==> config.mk <==
export PLATFORM = sky130hd
export DESIGN_NAME = d_cache_ctrl
export DESIGN_NICKNAME = d
export VERILOG_FILES = /design/src/rtl/d_cache_ctrl.sv
export SDC_FILE = /design/constraint.sdc
export NUM_CORES = 1
export LEC_CHECK = 0
export BUFFER_PORTS_ARGS = -buffer_cell sky130_fd_sc_hd__buf_2
export CAP_MARGIN = 20
export CORE_MARGIN = 2
export CORE_UTILIZATION = 25
export DETAILED_ROUTE_END_ITERATION = 12
export PLACE_DENSITY = 0.41
export SYNTH_ARGS = -nofsm -noshare
export SYNTH_HDL_FRONTEND = slang
export SYNTH_SLANG_ARGS = --single-unit
==> constraint.sdc <==
create_clock -name CLK -period 5.96 [get_ports CLK]
set_clock_uncertainty 0.05 [all_clocks]
set_input_delay 0 -clock CLK [delete_from_list [all_inputs] [get_ports CLK]]
set_output_delay 0 -clock CLK [all_outputs]
set_load 0.005 [all_outputs]
==> src/rtl/d_cache_ctrl.sv <==
// Direct-mapped, write-back, write-allocate data cache between the core data port
// and the single-port D-memory SRAM; stalls the core with CACHE_MISS during line moves.
module d_cache_ctrl #(
  parameter int LINES = 8,
  parameter int WORDS = 4
) (
  input  logic        CLK,
  input  logic        RSTn,
  input  logic        CACHE_CSN,
  input  logic        CACHE_WEN,
  input  logic [11:0] CACHE_ADDR,
  input  logic [31:0] CACHE_DI,
  output logic [31:0] CACHE_DOUT,
  output logic        CACHE_MISS,
  output logic        D_MEM_CSN,
  output logic        D_MEM_WEN,
  output logic [3:0]  D_MEM_BE,
  output logic [11:0] D_MEM_ADDR,
  output logic [31:0] D_MEM_DOUT,
  input  logic [31:0] D_MEM_DI,
  output logic [31:0] hitnum,
  output logic [31:0] missnum
);

  localparam int IW = $clog2(LINES);
  localparam int OW = $clog2(WORDS);
  localparam int TW = 12 - IW - OW;

  typedef enum logic [1:0] {IDLE, WB, FILL, FILL_LAST} state_t;

  state_t          state, next;
  logic [OW-1:0]   cnt, cnt_prev;
  logic [LINES-1:0] valid, dirty;
  logic [TW-1:0]   tags [LINES];
  logic [31:0]     data [LINES][WORDS];
  logic            replay;

  logic [TW-1:0]   tg;
  logic [IW-1:0]   idx;
  logic [OW-1:0]   off;
  logic            req, hit, cnt_last;

  assign tg       = CACHE_ADDR[11:IW+OW];
  assign idx      = CACHE_ADDR[IW+OW-1:OW];
  assign off      = CACHE_ADDR[OW-1:0];
  assign req      = !CACHE_CSN;
  assign hit      = valid[idx] && (tags[idx] == tg);
  assign cnt_last = (cnt == OW'(WORDS - 1));
  assign cnt_prev = cnt - 1'b1;
  assign D_MEM_BE = '0;

  always_comb begin
    next       = state;
    CACHE_MISS = 1'b0;
    D_MEM_CSN  = 1'b1;
    D_MEM_WEN  = 1'b1;
    D_MEM_ADDR = '0;
    D_MEM_DOUT = '0;
    case (state)
      IDLE: begin
        if (req && !hit) begin
          CACHE_MISS = 1'b1;
          next       = (valid[idx] && dirty[idx]) ? WB : FILL;
        end
      end
      WB: begin
        CACHE_MISS = 1'b1;
        D_MEM_CSN  = 1'b0;
        D_MEM_WEN  = 1'b0;
        D_MEM_ADDR = {tags[idx], idx, cnt};
        D_MEM_DOUT = data[idx][cnt];
        if (cnt_last) next = FILL;
      end
      FILL: begin
        CACHE_MISS = 1'b1;
        D_MEM_CSN  = 1'b0;
        D_MEM_ADDR = {tg, idx, cnt};
        if (cnt_last) next = FILL_LAST;
      end
      FILL_LAST: begin
        CACHE_MISS = 1'b1;
        next       = IDLE;
      end
      default: next = IDLE;
    endcase
  end

  always_ff @(posedge CLK) begin
    if (!RSTn) begin
      state      <= IDLE;
      cnt        <= '0;
      valid      <= '0;
      dirty      <= '0;
      replay     <= 1'b0;
      hitnum     <= '0;
      missnum    <= '0;
      CACHE_DOUT <= '0;
    end else begin
      state  <= next;
      cnt    <= (state == WB || state == FILL) ? cnt + 1'b1 : '0;
      // The cycle after FILL_LAST is the replayed request; it must not count as a hit.
      replay <= (state == FILL_LAST);
      if (state == IDLE && req) begin
        if (hit) begin
          if (CACHE_WEN) CACHE_DOUT <= data[idx][off];
          else           dirty[idx] <= 1'b1;
          if (!replay && hitnum != '1) hitnum <= hitnum + 1'b1;
        end else begin
          valid[idx] <= 1'b0;
          if (missnum != '1) missnum <= missnum + 1'b1;
        end
      end
      if (state == FILL_LAST) begin
        valid[idx] <= 1'b1;
        dirty[idx] <= 1'b0;
        tags[idx]  <= tg;
      end
    end
  end

  // Refill data lags the read issue by one cycle, hence the cnt-1 capture slot.
  always_ff @(posedge CLK) begin
    if (RSTn) begin
      if (state == IDLE && req && hit && !CACHE_WEN) data[idx][off] <= CACHE_DI;
      if (state == FILL && cnt != '0)                data[idx][cnt_prev] <= D_MEM_DI;
      if (state == FILL_LAST)                        data[idx][OW'(WORDS - 1)] <= D_MEM_DI;
    end
  end

endmodule

# Yosys cells after proc, flatten, opt, wreduce, memory -nomap -nowiden
# Memory sizes are Yosys's and may differ from the RTL's.
# Cells that the tools add are included.
[totals]
inputBits = 80
wordCells = 366
latchBits = 0
romBits = 0
ramBits = 1080
output_inout_bits = 147
register_bits = 117
memories = 2
[classes]
addsub = 4
order_cmp = 7
eq_ne = 10
n_div = 0
n_mul = 0
muxes = 173
reduce_logical = 25
shifts = 0
n_bitwise = 137
[memory_table]
columns = ["name", "depth", "word_bits", "rd", "rd_ports_with_merged_regs", "write_ports", "line", "text"]
rows = [
  ["data", 8, 128, 1, 0, 1, "35", "logic [31:0] data [LINES][WORDS];"],
  ["tags", 8, 7, 1, 0, 1, "34", "logic [TW-1:0] tags [LINES];"],
]
[op_table]
columns = ["cell", "n"]
rows = [
  ["$mux W128", 2],
  ["$mux W32", 7],
  ["$mux W1", 141],
  ["$bmux W32 S2", 2],
  ["$demux W32 S2", 2],
  ["$or A1 B1 Y1", 128],
  ["$mux W8", 9],
  ["$add A32 B1 Y32 const B", 2],
  ["$ne A32 B32 Y1 const B", 2],
  ["$pmux W12 S2", 1],
  ["$and A8 B8 Y8", 2],
  ["$or A8 B8 Y8", 2],
  ["$reduce_and A3 Y1", 4],
  ["$logic_and A1 B1 Y1", 11],
  ["$ge A3 B3 Y1 const B", 3],
  ["$not A2 Y3", 3],
  ["$mux W2", 4],
  ["$not A8 Y8", 1],
  ["$pmux W2 S4", 1],
  ["$eq A7 B7 Y1", 1],
  ["$bmux W1 S3", 2],
  ["$eq A2 B2 Y1 const B", 3],
  ["$lt A3 B1 Y1 const B", 2],
  ["$ne A2 B2 Y1 const B", 3],
  ["other kinds (15)", 18],
]

# Longest topological paths before layout
[logic_depth]
word_depth = 11
mapped_depth = 13
mapped_depth_nobuf = 8

# Worst setup path before layout
# No wires, ideal clock.
[synth_path]
path_type = "register -> register"
from = "mem tags[7][2] in the netlist's numbering"
to = "mem data[0][0] in the netlist's numbering (enable)"
setup_time_ns = 0.461
stages_incl_launch_ff = 9
path_buffers = 1
period_less_slack_ns = 4.918
path_slack_ns = 1.042
arrival_ns = 4.407
path_cell_list = "edfxtp_1 > mux4_2 > mux2i_1 > xor2_1 > o2111a_1 > nand3_1 > or2_2 > clkbuf_1 > nor3_1"
[synth_via]
elab_chain_cells = 9
[synth_lines]
columns = ["element", "line", "text"]
rows = [
  ["from (decl)", "34", ""],
  ["$mem_v2 Z8 W7", "-", ""],
  ["$eq A7 B7 Y1", "47", "assign hit = valid[idx] && (tags[idx] == tg);"],
  ["$logic_and A1 B1 Y1", "47", ""],
  ["$logic_and A1 B1 Y1 (2 in a row)", "124", "if (state == IDLE && req && hit && !CACHE_WEN) data[idx][off] <= CACHE_DI;"],
  ["$mux W1", "124", ""],
  ["$mux W1", "123", "if (RSTn) begin"],
  ["$mux W128 (implied by the code)", "124", ""],
  ["$or A1 B1 Y1 (no line)", "-", ""],
  ["to (decl)", "35", ""],
]
# No other way between the ends.

# Worst setup path after layout
[layout_path]
from = "mem tags[7][4] in the netlist's numbering"
to = "mem data[4][113] in the netlist's numbering (enable)"
# The elaborated chain is that of the path after synthesis.

==> results.json <==
{
  "synth_most_common_cell": "edfxtp_1",
  "synthCells": 2885,
  "die-area_mm2": 0.1919,
  "initial_core_util": 0.2511,
  "syn_area_mm2": 0.04711,
  "r2r_end": "data[4][113]",
  "fin_ws_ns": 1.728,
  "cap_violations": 0,
  "hpwl_um": 108300,
  "rsz0062_at_grt": "false",
  "yosysTopAreaCellShare": 0.6884,
  "fp.dieW_um": 438.1,
  "powerDensity_mw_per_mm2": 332.9,
  "clk_pin_slew_ns": 0.06,
  "pre_cts_ws_ns": 1.335,
  "numPortBuffers": 222,
  "clockBufferDepth": 3,
  "ctsHoldBuffers": 76,
  "rr_worst_depth": 10,
  "path_class": "reg2reg",
  "clock-sinks": 1197,
  "cp_data_arrival_time_ns": 4.65,
  "yosysWarnings": 0,
  "nFillCells": 18489,
  "core_area_mm2": 0.1876,
  "setup.worst_path.start_class": "register",
  "fin_tns_setup_ns": 0,
  "synthSimpleGateAreaFrac": 0.06008,
  "synth_top_family_by_area": "compound AO/OA/AOI/OAI gates",
  "wl_met2_um": 81170,
  "leakagePower_uw": 0.01771,
  "ios": 227,
  "whs_path_depth": 2,
  "ys_async_sr_fraction": 0,
  "clkLatencyLatePin_ns": 0.78,
  "finalMaxSlewViolations": 0,
  "relSlewSlack": 0.2492,
  "grt_pass1_wl_um": 230500,
  "chipHeight_um": 438.1,
  "synth.avg_cell_area_um2": 16.33,
  "layout.nets": 3275,
  "dr.pass1.iters": 7,
  "ys_dominant_reg_cell": "edfxtp_1",
  "drc": 0,
  "grt_pass1_vias": 27552,
  "worstReg2RegStart": "tags[7][4]",
  "synth_area_leaders": "edfxtp_1, a22oi_1, dfxtp_1",
  "routed-wl-met3_um": 7928,
  "final-seq-area_mm2": 0.03477,
  "fin_util": 0.3019,
  "multi_input_area_mm2": 0.01164,
  "ys_seq_area_frac": 0.7381,
  "synthAdderAreaFrac": 0.002921,
  "antenna_found_initial": 22,
  "root_buffer": "clkbuf_16",
  "highest_layer": "met4",
  "fin_crit_ns": 4.232,
  "ys_ff_latch": 1197,
  "numCtsBuffers": 136,
  "post-place-cells": 5463,
  "ir_drop_mv": 0.2986,
  "grt.overflow.total": 0,
  "hold_class": "in2reg",
  "hold_viol_final": 0,
  "setup_viol": 0,
  "row_count": 159,
  "worstMarginPinSlew_ns": 1.123,
  "hp-start": "CACHE_ADDR[9]",
  "synthMuxAreaShare": 0.07118,
  "status": "finished clean",
  "wl_um": 167500,
  "met1_length_um": 74820,
  "finalNonFillerCells": 5789,
  "grt_max_degree": 76,
  "gp_congestion": 0.7716,
  "crit_fanout": 16,
  "wl_per_cell_um": 28.93,
  "endpoint_kind": "register",
  "synth_compound_area_frac": 0.1045,
  "synthTopCellsByCount": "edfxtp_1, a22oi_1, clkbuf_1, nand4_1, dfxtp_1",
  "hold_end": "tags[4][4]",
  "post-cts-setup-buffers": 0,
  "drive_above_1_share": 0.2188,
  "clock.fmax_mhz": 236.3,
  "synth-edff-count": 1080,
  "fin_crit_sh": 0.7101,
  "drt_iter0_markers": 2648,
  "htreeDepth": 4,
  "worstPathRequired_ns": 6.38,
  "ctsResizeCount": 0,
  "synthToLayoutAreaGrowth_pct": 20.20,
  "vias_per_cell": 4.923,
  "rrSetupSlack_ns": 1.73,
  "vias": 28499,
  "yosysTopAreaCell": "edfxtp_1",
  "yosysUniqueCellTypes": 70,
  "synthXorXnorAreaFrac": 0.001673,
  "antenna_left": 0,
  "cts_tree": "built",
  "globalRouteTotalUtil": 0.1712
}
-- worst max-delay path, cell delays in order, from the launching register on --
cell and delay (ns):
edfxtp_1 0.36, mux4_2 0.48, mux2i_1 0.25, xnor2_1 0.20, or3_1 0.55, nor4_2 0.45
buf_4 0.27, a32oi_1 0.12, buf_4 0.28, nor2_4 0.56, buf_4 0.34
-- worst max path at each step --
stage                        from      endpoint  slack [ns]  depth (start not counted)
floorplan              tags[7][2]    data[0][0]        1.04                          8
global placement    CACHE_ADDR[2]   data[4][97]        1.37                         12
detailed placement  CACHE_ADDR[2]   data[4][97]        1.34                         12
CTS                    tags[3][4]  data[4][113]        1.71                         10
global route           tags[6][0]    CACHE_MISS        1.55                          8
finish                 tags[7][4]  data[4][113]        1.73                         10
-- stage by stage --
step / power [uW] / cell area, um^2 / hold WS [ns]
6_report: 18850 / 56630 / 0.05833
5_1_grt: 19420 / 56610 / 0.06946
4_1_cts: 19050 / 56570 / 0.005868
3_5_place_dp: 10950 / 51590 / 0.2876
3_3_place_gp: 10940 / 51580 / 0.2822
2_1_floorplan: 10130 / 47120 / 0.03334
-- kinds of logic after synthesis --
family,after synthesis
AO/OA/AOI/OAI,678
XOR/XNOR,9
adder cells (fa/ha/maj),11
buffers and inverters,252
flip-flops,1197
multiplexers,227
other,1
AND/OR/NAND/NOR,510
-- state kept, by name, summed over array words and instances (netlist names) --
| name | flops |
|---|---|
| cnt | 2 |
| tags | 56 |
| missnum | 32 |
| state | 2 |
| replay | 1 |
| hitnum | 32 |
| CACHE_DOUT | 32 |
| valid | 8 |
| data | 1024 |
| dirty | 8 |
-- report_power, final --
part	switching [uW]	total, uW	internal [uW]
clock	3480	8060	4580
sequential	15.9	9180	9160
combinational	1100	1620	510
total	4600	18800	14300
-- cell type report --
class / instances / share of cell area
Inverter: 25 / 0.001701
Clock inverter: 67 / 0.01111
Tap cell: 2495 / 0.05513
Antenna cell: 8 / 0.0003535
Sequential cell: 1197 / 0.6141
Clock buffer: 173 / 0.06330
Multi-Input combinational cell: 1439 / 0.2055
Timing Repair Buffer: 385 / 0.04883
-- layout by cell type, fill, tap and decap left out, types with 23 or more instances in the layout --
cell type,count
edfxtp_1,1080
a22oi_1,526
buf_2,222
nand4_1,151
clkbuf_16,138
dfxtp_1,116
mux2_2,98
dlygate4sd3_1,76
mux4_2,75
buf_4,68
nand2_1,67
nor2_1,63
a21oi_1,56
mux2i_1,52
and2_1,45
clkbuf_1,35
clkinv_1,29
nor2_4,26
nand3_1,25
o21ai_0,23
-- layer usage --
layer / vias to the layer above / GRT usage
met5: - / 0
met4: 0 / 0.04566
met3: 193 / 0.02683
met2: 835 / 0.2826
met1: 15025 / 0.2336
li1: 12446 / -
No activity file was read; power rests on OpenSTA's default activity.
